===== src/rtl/data_bus_master_pkg.sv =====
// Shared widths, response/protection constants and FSM state encoding for the data bus master.
package data_bus_master_pkg;

  localparam int unsigned DBM_ADDR_W  = 32;
  localparam int unsigned DBM_DATA_W  = 32;
  localparam int unsigned DBM_TIMEOUT = 255;

  localparam logic [2:0] RESP_OKAY    = 3'b000;
  localparam logic [2:0] PROT_DEFAULT = 3'b000;

  // One-hot state encoding.
  typedef enum logic [5:0] {
    ST_IDLE    = 6'b000001,
    ST_WR_REQ  = 6'b000010,
    ST_WR_RESP = 6'b000100,
    ST_RD_ADDR = 6'b001000,
    ST_RD_DATA = 6'b010000,
    ST_DONE    = 6'b100000
  } dbm_state_e;

  function automatic logic resp_is_err(input logic [2:0] resp);
    return resp != RESP_OKAY;
  endfunction

endpackage


===== src/rtl/dbm_timeout_ctr.sv =====
// Saturating 8-bit transaction timer; flags the cycle in which the running count reaches LIMIT.
module dbm_timeout_ctr #(
  parameter int unsigned LIMIT = 255
) (
  input  logic i_clk,
  input  logic i_rst_n,
  input  logic i_clr,
  input  logic i_en,
  output logic o_expired
);

  localparam logic [8:0] LIMIT_9 = 9'(LIMIT);

  logic [7:0] r_count;
  logic [8:0] w_count_inc;

  assign w_count_inc = {1'b0, r_count} + 9'd1;

  // Count busy cycles, holding at LIMIT so the flag stays raised after a late handshake.
  always_ff @(posedge i_clk or negedge i_rst_n) begin
    if (!i_rst_n) begin
      r_count <= '0;
    end else if (i_clr) begin
      r_count <= '0;
    end else if (i_en && ({1'b0, r_count} != LIMIT_9)) begin
      r_count <= w_count_inc[7:0];
    end
  end

  // The count includes the current cycle, so the first transaction cycle counts as 1.
  assign o_expired = i_en && (w_count_inc >= LIMIT_9);

endmodule


===== src/rtl/data_bus_master.sv =====
// Load/store-unit data bus master: one blocking CPU access becomes an AW/W/B or AR/R transaction.
module data_bus_master
  import data_bus_master_pkg::*;
#(
  parameter int unsigned ADDR_W  = DBM_ADDR_W,
  parameter int unsigned DATA_W  = DBM_DATA_W,
  parameter int unsigned TIMEOUT = DBM_TIMEOUT
) (
  input  logic                  Clk,
  input  logic                  Rst,
  input  logic                  MemReq,
  input  logic                  MemWe,
  input  logic [ADDR_W-1:0]     MemAddr,
  input  logic [DATA_W-1:0]     MemWData,
  input  logic [DATA_W/8-1:0]   MemWStrb,
  output logic                  MemBusy,
  output logic                  MemDone,
  output logic [DATA_W-1:0]     MemRData,
  output logic                  MemErr,
  output logic                  AWVALID,
  output logic [ADDR_W-1:0]     AWADDR,
  output logic [2:0]            AWPROT,
  input  logic                  AWREADY,
  output logic                  WVALID,
  output logic [DATA_W-1:0]     WDATA,
  output logic [DATA_W/8-1:0]   WSTRB,
  input  logic                  WREADY,
  input  logic                  BVALID,
  input  logic [2:0]            BRESP,
  output logic                  BREADY,
  output logic                  ARVALID,
  output logic [ADDR_W-1:0]     ARADDR,
  output logic [2:0]            ARPROT,
  input  logic                  ARREADY,
  input  logic                  RVALID,
  input  logic [DATA_W-1:0]     RDATA,
  input  logic [2:0]            RRESP,
  output logic                  RREADY
);

  dbm_state_e r_state, w_state_nxt;

  logic                r_awvalid, r_wvalid, r_bready, r_arvalid, r_rready;
  logic                r_busy, r_done, r_err;
  logic [ADDR_W-1:0]   r_awaddr, r_araddr;
  logic [DATA_W-1:0]   r_wdata, r_rdata;
  logic [DATA_W/8-1:0] r_wstrb;

  logic                w_awvalid_nxt, w_wvalid_nxt, w_bready_nxt, w_arvalid_nxt, w_rready_nxt;
  logic                w_busy_nxt, w_err_nxt, w_abort;
  logic [ADDR_W-1:0]   w_awaddr_nxt, w_araddr_nxt;
  logic [DATA_W-1:0]   w_wdata_nxt, w_rdata_nxt;
  logic [DATA_W/8-1:0] w_wstrb_nxt;

  logic w_ctr_clr, w_ctr_en, w_expired;
  logic w_aw_fire, w_w_fire;

  assign w_aw_fire = r_awvalid && AWREADY;
  assign w_w_fire  = r_wvalid && WREADY;
  assign w_ctr_en  = (r_state != ST_IDLE) && (r_state != ST_DONE);

  dbm_timeout_ctr #(
    .LIMIT (TIMEOUT)
  ) u_timeout (
    .i_clk     (Clk),
    .i_rst_n   (Rst),
    .i_clr     (w_ctr_clr),
    .i_en      (w_ctr_en),
    .o_expired (w_expired)
  );

  // State register and all bus-facing registers.
  always_ff @(posedge Clk or negedge Rst) begin
    if (!Rst) begin
      r_state   <= ST_IDLE;
      r_awvalid <= 1'b0;
      r_wvalid  <= 1'b0;
      r_bready  <= 1'b0;
      r_arvalid <= 1'b0;
      r_rready  <= 1'b0;
      r_busy    <= 1'b0;
      r_done    <= 1'b0;
      r_err     <= 1'b0;
      r_awaddr  <= '0;
      r_araddr  <= '0;
      r_wdata   <= '0;
      r_wstrb   <= '0;
      r_rdata   <= '0;
    end else begin
      r_state   <= w_state_nxt;
      r_awvalid <= w_awvalid_nxt;
      r_wvalid  <= w_wvalid_nxt;
      r_bready  <= w_bready_nxt;
      r_arvalid <= w_arvalid_nxt;
      r_rready  <= w_rready_nxt;
      r_busy    <= w_busy_nxt;
      r_done    <= (w_state_nxt == ST_DONE);
      r_err     <= w_err_nxt;
      r_awaddr  <= w_awaddr_nxt;
      r_araddr  <= w_araddr_nxt;
      r_wdata   <= w_wdata_nxt;
      r_wstrb   <= w_wstrb_nxt;
      r_rdata   <= w_rdata_nxt;
    end
  end

  // Next-state and next-output decode; registers hold unless a handshake or timeout moves them.
  always_comb begin
    w_state_nxt   = r_state;
    w_awvalid_nxt = r_awvalid;
    w_wvalid_nxt  = r_wvalid;
    w_bready_nxt  = r_bready;
    w_arvalid_nxt = r_arvalid;
    w_rready_nxt  = r_rready;
    w_busy_nxt    = r_busy;
    w_awaddr_nxt  = r_awaddr;
    w_araddr_nxt  = r_araddr;
    w_wdata_nxt   = r_wdata;
    w_wstrb_nxt   = r_wstrb;
    w_rdata_nxt   = r_rdata;
    w_err_nxt     = 1'b0;
    w_ctr_clr     = 1'b0;
    w_abort       = 1'b0;

    case (r_state)
      ST_IDLE: begin
        if (MemReq) begin
          w_busy_nxt = 1'b1;
          w_ctr_clr  = 1'b1;
          if (MemWe) begin
            w_state_nxt   = ST_WR_REQ;
            w_awvalid_nxt = 1'b1;
            w_wvalid_nxt  = 1'b1;
            w_awaddr_nxt  = MemAddr;
            w_wdata_nxt   = MemWData;
            w_wstrb_nxt   = MemWStrb;
          end else begin
            w_state_nxt   = ST_RD_ADDR;
            w_arvalid_nxt = 1'b1;
            w_araddr_nxt  = MemAddr;
          end
        end
      end
      ST_WR_REQ: begin
        if (w_aw_fire) w_awvalid_nxt = 1'b0;
        if (w_w_fire)  w_wvalid_nxt  = 1'b0;
        if ((!r_awvalid || w_aw_fire) && (!r_wvalid || w_w_fire)) begin
          w_state_nxt  = ST_WR_RESP;
          w_bready_nxt = 1'b1;
        end else if (w_expired) begin
          w_abort = 1'b1;
        end
      end
      ST_WR_RESP: begin
        if (r_bready && BVALID) begin
          w_bready_nxt = 1'b0;
          w_err_nxt    = resp_is_err(BRESP);
          w_state_nxt  = ST_DONE;
        end else if (w_expired) begin
          w_abort = 1'b1;
        end
      end
      ST_RD_ADDR: begin
        if (r_arvalid && ARREADY) begin
          w_arvalid_nxt = 1'b0;
          w_rready_nxt  = 1'b1;
          w_state_nxt   = ST_RD_DATA;
        end else if (w_expired) begin
          w_abort = 1'b1;
        end
      end
      ST_RD_DATA: begin
        if (r_rready && RVALID) begin
          w_rready_nxt = 1'b0;
          w_rdata_nxt  = RDATA;
          w_err_nxt    = resp_is_err(RRESP);
          w_state_nxt  = ST_DONE;
        end else if (w_expired) begin
          w_abort = 1'b1;
        end
      end
      ST_DONE: begin
        w_state_nxt = ST_IDLE;
        w_busy_nxt  = 1'b0;
      end
      default: begin
        w_state_nxt   = ST_IDLE;
        w_busy_nxt    = 1'b0;
        w_awvalid_nxt = 1'b0;
        w_wvalid_nxt  = 1'b0;
        w_bready_nxt  = 1'b0;
        w_arvalid_nxt = 1'b0;
        w_rready_nxt  = 1'b0;
      end
    endcase

    // Timeout only fires when no completing handshake was taken in the same cycle.
    if (w_abort) begin
      w_awvalid_nxt = 1'b0;
      w_wvalid_nxt  = 1'b0;
      w_bready_nxt  = 1'b0;
      w_arvalid_nxt = 1'b0;
      w_rready_nxt  = 1'b0;
      w_err_nxt     = 1'b1;
      w_rdata_nxt   = '0;
      w_state_nxt   = ST_DONE;
    end

    // Decoder routes on AWADDR/ARADDR, so they stay put until the transaction is finished.
    if (w_state_nxt == ST_DONE) begin
      w_awaddr_nxt = '0;
      w_araddr_nxt = '0;
      w_wdata_nxt  = '0;
      w_wstrb_nxt  = '0;
    end
  end

  assign MemBusy  = r_busy;
  assign MemDone  = r_done;
  assign MemErr   = r_err;
  assign MemRData = r_rdata;
  assign AWVALID  = r_awvalid;
  assign AWADDR   = r_awaddr;
  assign AWPROT   = PROT_DEFAULT;
  assign WVALID   = r_wvalid;
  assign WDATA    = r_wdata;
  assign WSTRB    = r_wstrb;
  assign BREADY   = r_bready;
  assign ARVALID  = r_arvalid;
  assign ARADDR   = r_araddr;
  assign ARPROT   = PROT_DEFAULT;
  assign RREADY   = r_rready;

endmodule

===== config.mk =====
export PLATFORM = sky130hd
export DESIGN_NAME = data_bus_master
export DESIGN_NICKNAME = d
export VERILOG_FILES = /design/src/rtl/data_bus_master_pkg.sv /design/src/rtl/dbm_timeout_ctr.sv /design/src/rtl/data_bus_master.sv
export SDC_FILE = /design/constraint.sdc
export NUM_CORES = 1
export LEC_CHECK = 0
export ABC_CLOCK_PERIOD_IN_PS = 2150
export CAP_MARGIN = 20
export CORE_MARGIN = 2
export CORE_UTILIZATION = 35
export DETAILED_ROUTE_END_ITERATION = 7
export HOLD_SLACK_MARGIN = 0.1
export PLACE_DENSITY_LB_ADDON = 0.2
export SYNTH_ARGS = -nofsm -noshare
export SYNTH_HDL_FRONTEND = slang
export SYNTH_SLANG_ARGS = --single-unit
export TNS_END_PERCENT = 100

===== constraint.sdc =====
create_clock -name Clk -period 2.15 [get_ports Clk]
set_input_delay 0.43 -clock Clk [delete_from_list [all_inputs] [get_ports Clk]]
set_output_delay 0.43 -clock Clk [all_outputs]
set_load 0.02 [all_outputs]

==> flow_summary.ini, run 1 <==
[status]
status = finished, violations left
failed_checks = negative setup slack

[finish]
nets = 1132
diodes = 0
drive_gt1_share_pct = 21.79
final_cell_count_no_fill = 1262
post-route-cell-area_mm2 = 0.01092
final_cell_mix = 281 x nand2_1, 253 x clkdlybuf4s50_1, 153 x dfrtp_1
final_common_cell = nand2_1
syn_to_final_growth_pct = 66.49

[yosys]
synth_area_mm2 = 0.006561
ys_seq_area_share_pct = 58.75
synthCells = 727
async_flop_share_pct = 100.0
avgSynthCellArea_um2 = 9.025
synth_top_area_cell = dfrtp_1
synth-warning-count = 0
ys_types = 44
netlist_top_cells_area = dfrtp_1 58%, nand2_1 16%, a21oi_1 11%
yosys_register_bits = 154
synth.top_cell.area_share_pct = 58.35
synth_ff_type = dfrtp_1
synth_edf_count = 0

[route]
wire_per_inst_um = 16.42
detail_route.drc_violations = 0
wirelength_um = 20720
first_iter_violations = 303
ant_nets = 0
vias = 6256
dr.pass1.iters = 4
avgViaCountPerCell = 4.957

[critical_path]
worst_setup_path_start_kind = register
cp_data_required_time_ps = 2450
crit_chain = or3_4 -> or4b_4 -> and4_4 -> o31ai_4 -> buf_12 -> buf_16 -> a21oi_2
slowest_delay_ps = 530
cp_top_family = simple AND/OR/NAND/NOR gates
path_class = reg -> reg
crit_path_end_kind = register
worstPathArrival_ps = 2580
crit_buf_inv = 2
cp_slowest_cell = or4b_4
crit_fanout = 23

[power_and_ir_drop]
ir_drop_mv = 0.6980
leakage_nw = 4.569
power_density_mw_per_mm2 = 1239

[global_routing]
grt-ovfl-total = 0
groute.usage.overall_pct = 20.03
grt_pass1_vias = 6062
grt_max_degree = 55
antenna_found_initial = 0
grt_first_pass_wirelength_um = 31690

[die]
die_h_um = 140.9
num_rows = 50
die_area_mm2 = 0.01986
io_pins = 261
die_width_um = 140.9
coreArea_mm2 = 0.01858
start_util_pct = 35.31

[clocking]
cts_tree = done
clockBufferDepth = 2
cts-buffers-inserted = 17
cts_sinks = 154
clkSlewWorstSetupHoldPaths_ps = 60
cts_root_buf = clkbuf_16
clkLatencyLatePin_ps = 420
htreeDepth = 4

[timing]
slew_violations = 0
setup_viol = 134
rsz0062_at_grt = yes
tightest_slew_ps = 484.7
max_freq_mhz = 439.4
slew_headroom_pct = 67.23
fin_ws_ps = -126.0
finClkSkew_ps = 9.665
fin_crit_ps = 2276
period_share_pct = 105.9
hold_violations = 0

[worst_hold_path]
min_path_type = reg -> reg

[place]
gp_congestion = 0.8440
dpl_cell_area_mm2 = 0.01010
dp_hpwl_um = 14060
io_buffers = 254
dp_cells = 1225

[job]
maxCapViolations = 0
cell families after synthesis:
group	share of synthesized area [%]
flip-flops	58.75
AO/OA/AOI/OAI	14.40
buffers and inverters	4.520
XOR/XNOR	0.2670
adder cells (fa/ha/maj)	0.3813
AND/OR/NAND/NOR	21.62
other	0.05715
metal layers:
layer  track usage (%)  share of wire (%)  vias up
met3             5.401                5.5       26
met1             27.18                 45     3047
li1                  -                  -     2996
met5                 0                  0        -
met2             31.42                 47      187
met4             6.421                1.9        0
power breakdown:
part | switching, mW | internal [mW] | total, mW
registers | 0.571 | 3.87 | 4.44
logic | 3.19 | 3.01 | 6.20
clock network | 1.33 | 1.56 | 2.89
total | 5.09 | 8.44 | 13.5
timing repair:
item                       CTS  global route
gates cloned                 0             3
setup endpoints to repair  113           143
gates resized for setup      2            41
hold endpoints to repair    39             0
pin swaps                    3             0
hold buffers                 1             0
setup buffers                0             1
Yosys cell counts (all sizes together) (3+ instances only):
library cell	count
a31oi	4
a21oi	142
or3	9
nor3	8
clkbuf	30
buf	20
o31ai	4
nor2	6
nand2	282
o21ai	11
nor2b	4
and3	5
dfrtp	153
nand4	3
nand3	10
registers in the layout (all words and copies together) (netlist names):
| name | count |
|---|---|
| AWVALID | 1 |
| MemDone | 1 |
| MemBusy | 1 |
| ARADDR | 32 |
| MemRData | 32 |
| WSTRB | 4 |
| MemErr | 1 |
| u_timeout.r_count | 8 |
| AWADDR | 32 |
| ARVALID | 1 |
| r_state | 6 |
| WVALID | 1 |
| WDATA | 32 |
| BREADY | 1 |
| RREADY | 1 |
per-stage QoR:
stage / hold WS [ps] / TNS (ps) / utilization, % / setup slack (ps) / total power [mW]
after floorplan: 134.4 / -6451 / - / -70.49 / 7.629
after global placement: 394.7 / -33040 / 54.35 / -293.5 / 10.59
after detailed placement: 397.4 / -35370 / 54.35 / -312.3 / 10.66
after CTS: 499.0 / -10140 / 57.52 / -129.5 / 13.62
after global routing: 533.0 / -17420 / 58.79 / -164.6 / 14.33
final: 495.4 / -12470 / 58.79 / -126.0 / 13.53
area by class of cell:
type                       instances  area, um2
clock buffer                      18      439.2
clock inverter                    14      127.6
fill                            1679       7656
inverter                           2      7.507
multi-input combinational        526       2935
sequential                       154       3855
tap                              234      292.8
timing repair buffer             314       3267
final timing paths:
kind                                  from           end  slack (ps)  cells after the start
worst min register to register     MemBusy       MemBusy         500                      1
worst min-delay path               MemBusy       MemBusy         500                      1
max in group asynchronous              Rst  MemRData[14]         970                      3
worst max register to register  r_state[2]     WDATA[24]        -130                      7
worst max-delay path            r_state[2]     WDATA[24]        -130                      7
min in group asynchronous              Rst    r_state[2]         520                      2
worst reg2reg max path, stage by stage (launching register included):
cell,delay (ps)
dfrtp_1,380
or3_4,380
or4b_4,530
and4_4,210
o31ai_4,210
buf_12,190
buf_16,210
a21oi_2,50
Power figures use the tool's default switching activity.
==> run 2: changes to the inputs <==
Settings changed: CTS_CLUSTER_DIAMETER from default to 50, CTS_CLUSTER_SIZE from default to 14.
==> results of run 2 <==
Same layout as run 1: the final DEF is identical, and so are final timing and power.
==> run 3: changes to the inputs <==
Settings changed: ABC_CLOCK_PERIOD_IN_PS 2150 to 2900, SYNTH_HIERARCHICAL from default to 1.
Clock period 2.15 ns to 2.9 ns, I/O delays scaled along.
==> run 3 against run 2 <==
The flow now finishes without violations. Die area increased by 7.0%. Cell area decreased by 5.0%. Largest cell class unchanged. First-iteration DRC count increased by 3.3%. Via count decreased by 7.6%. Maximum frequency decreased by 12%. Non-clock buffer count decreased by 45. Sequential cell count unchanged. Sequential power decreased by 22%. Count of clock-buffer cells in the layout increased by 1. Sequential share of layout area increased by 1.9 points. Hold slack got worse by 370 ps. Area after synthesis increased by 7.2%.
==> flow_summary.ini, run 3 <==
[status]
status = finished clean

[critical_path]
crit_buf_inv = 1
worst_setup_path_start_kind = register
crit_chain = or4_1 -> or2_2 -> nand2_1 -> a21oi_1 -> o41a_2 -> buf_12 -> or2_2
rr_worst_depth = 7
cp_top_family = simple AND/OR/NAND/NOR gates
cp_data_required_time_ps = 3200
cp_slowest_cell = or4_1
r2r_end = MemDone
worstPathArrival_ps = 2880
r2r_start = r_state[4]
crit_top_cell = or2_2
crit_fanout = 90
slowest_delay_ps = 600
worstSetupPathDepth = 7
path_class = reg -> reg
critPathCapture = MemDone
crit_path_end_kind = register
ff2ff_setup_slack_ps = 320
crit_start = r_state[4]

[power_and_ir_drop]
power_density_mw_per_mm2 = 991.6
p_sw_mw = 3.682
ir_drop_mv = 0.6335
pwr-share-comb_pct = 42.8
p_int_mw = 6.611
p_clk_share_pct = 23.4
power_frac_seq_pct = 33.7
p_total_mw = 10.29
switching_share_pct = 35.78
leakage_nw = 4.877

[route]
ant_nets = 0
wire_per_inst_um = 16.97
detail_route.drc_violations = 0
vias = 5781
avgViaCountPerCell = 5.010
wirelength_um = 19580
dr.pass1.iters = 4
first_iter_violations = 313

[timing]
tightest_slew_ps = 584.4
hold_violations = 0
slew_violations = 0
timing.hold.ws_ps = 128.6
fin_setup_tns_ps = 0
max_freq_mhz = 388.0
fin_crit_ps = 2577
slew_headroom_pct = 61.04
rsz0062_at_grt = no
period_share_pct = 88.87
setup_viol = 0
finClkSkew_ps = 8.622
fin_ws_ps = 322.8

[finish]
final_cell_mix = 253 x clkdlybuf4s50_1, 153 x dfrtp_1, 108 x nor3_1
drive_gt1_share_pct = 7.312
final_common_cell = clkdlybuf4s50_1
final_cell_count_no_fill = 1154
nets = 993
syn_to_final_growth_pct = 47.59
fill_cells = 1786
post-route-cell-area_mm2 = 0.01038
seq_area_mm2 = 0.003855
diodes = 0
multiInputGateArea_mm2 = 0.002814
final_util_pct = 52.99

[clocking]
ctsHoldBuffers = 0
cts_tree = done
clockBufferDepth = 2
clkSlewWorstSetupHoldPaths_ps = 60
cts_root_buf = clkbuf_16
htreeDepth = 4
post_cts_buffers = 0
clkLatencyLatePin_ps = 420
cts_repair_resize_count = 0
cts_sinks = 154
cts-buffers-inserted = 17

[yosys]
synth_edf_count = 0
synth-warning-count = 6
yosysMostFrequentCell = dfrtp_1
netlist_top_cells_area = dfrtp_1 54%, mux2i_1 14%, nor3_1 7.8%
async_flop_share_pct = 100.0
yosys_register_bits = 154
synthCells = 643
synth.top_cell.area_share_pct = 54.44
ys_seq_area_share_pct = 54.81
netlist_top_cells_count = 153 x dfrtp_1, 109 x nor3_1, 100 x mux2i_1, 75 x nand2_1, 40 x a21oi_1
yosys.area_share.simple_pct = 17.52
synth_top_area_cell = dfrtp_1
synth.area.mux_share_pct = 14.71
avgSynthCellArea_um2 = 10.94
synthAdderAreaFrac_pct = 0.3558
synth-xor-area-share_pct = 0.4981
synth_compound_area_share_pct = 6.387
ys_types = 65
synth_ff_type = dfrtp_1
synth_top_family_by_area = simple AND/OR/NAND/NOR gates
synth_area_mm2 = 0.007033

[place]
io_buffers = 254
dpl_cell_area_mm2 = 0.009747
dp_cells = 1122
dp_hpwl_um = 12980
preCtsSetupSlack_ps = 283.4
gp_congestion = 0.7610

[job]
maxCapViolations = 0

[die]
start_util_pct = 35.90
die_area_mm2 = 0.02124
die_width_um = 145.8
num_rows = 51
die_h_um = 145.8
coreArea_mm2 = 0.01959
io_pins = 261

[worst_hold_path]
min_path_type = in -> async

[global_routing]
grt-ovfl-total = 0
grt_first_pass_wirelength_um = 31920
groute.usage.overall_pct = 18.52
grt_pass1_vias = 5893
grt_max_degree = 91
antenna_found_initial = 0
[run 3: power groups by stage]
stage	Sequential, mW	Clock, mW	Combinational (mW)
floorplan	4.32	0	1.45
global placement	3.48	0	4.42
detailed placement	3.49	0	4.45
CTS	3.48	2.48	4.46
global route	3.59	2.57	4.73
finish	3.47	2.41	4.41
[run 3: final cells by class]
type / instances / area share [%]
well taps: 265 / 3.194
repair buffers: 269 / 26.31
flip-flops and latches: 154 / 37.14
clock inverters: 13 / 1.832
clock buffers: 19 / 4.267
multi-input cells: 430 / 27.11
inverters: 4 / 0.1446
[run 3: per-layer routing]
metal	share of wire, %	up-vias	track usage, %
li1	-	2747	-
met1	43	2821	23.05
met2	47	194	29.86
met3	8.9	19	7.743
met4	1.4	0	4.804
met5	0	-	0
[run 3: kinds of logic (layout without fill, tap and decap cells)]
logic type,Yosys count,in the layout
AOI/OAI and AO/OA,72,72
DFF,154,154
buffers and inverters,64,305
other,1,6
and+or+nand+nor,243,243
muxes,103,103
adders and majority gates,2,2
xor gates and xnor gates,4,4
[run 3: worst min path at each step]
stage / startpoint / endpoint / slack (ps) / cells after the start
floorplan: Rst / ARADDR[0] / 280 / 0
global placement: MemBusy / MemBusy / 480 / 1
detailed placement: MemBusy / MemBusy / 500 / 1
CTS: Rst / AWADDR[26] / 140 / 1
global route: Rst / WDATA[2] / 160 / 1
finish: Rst / WDATA[2] / 130 / 1
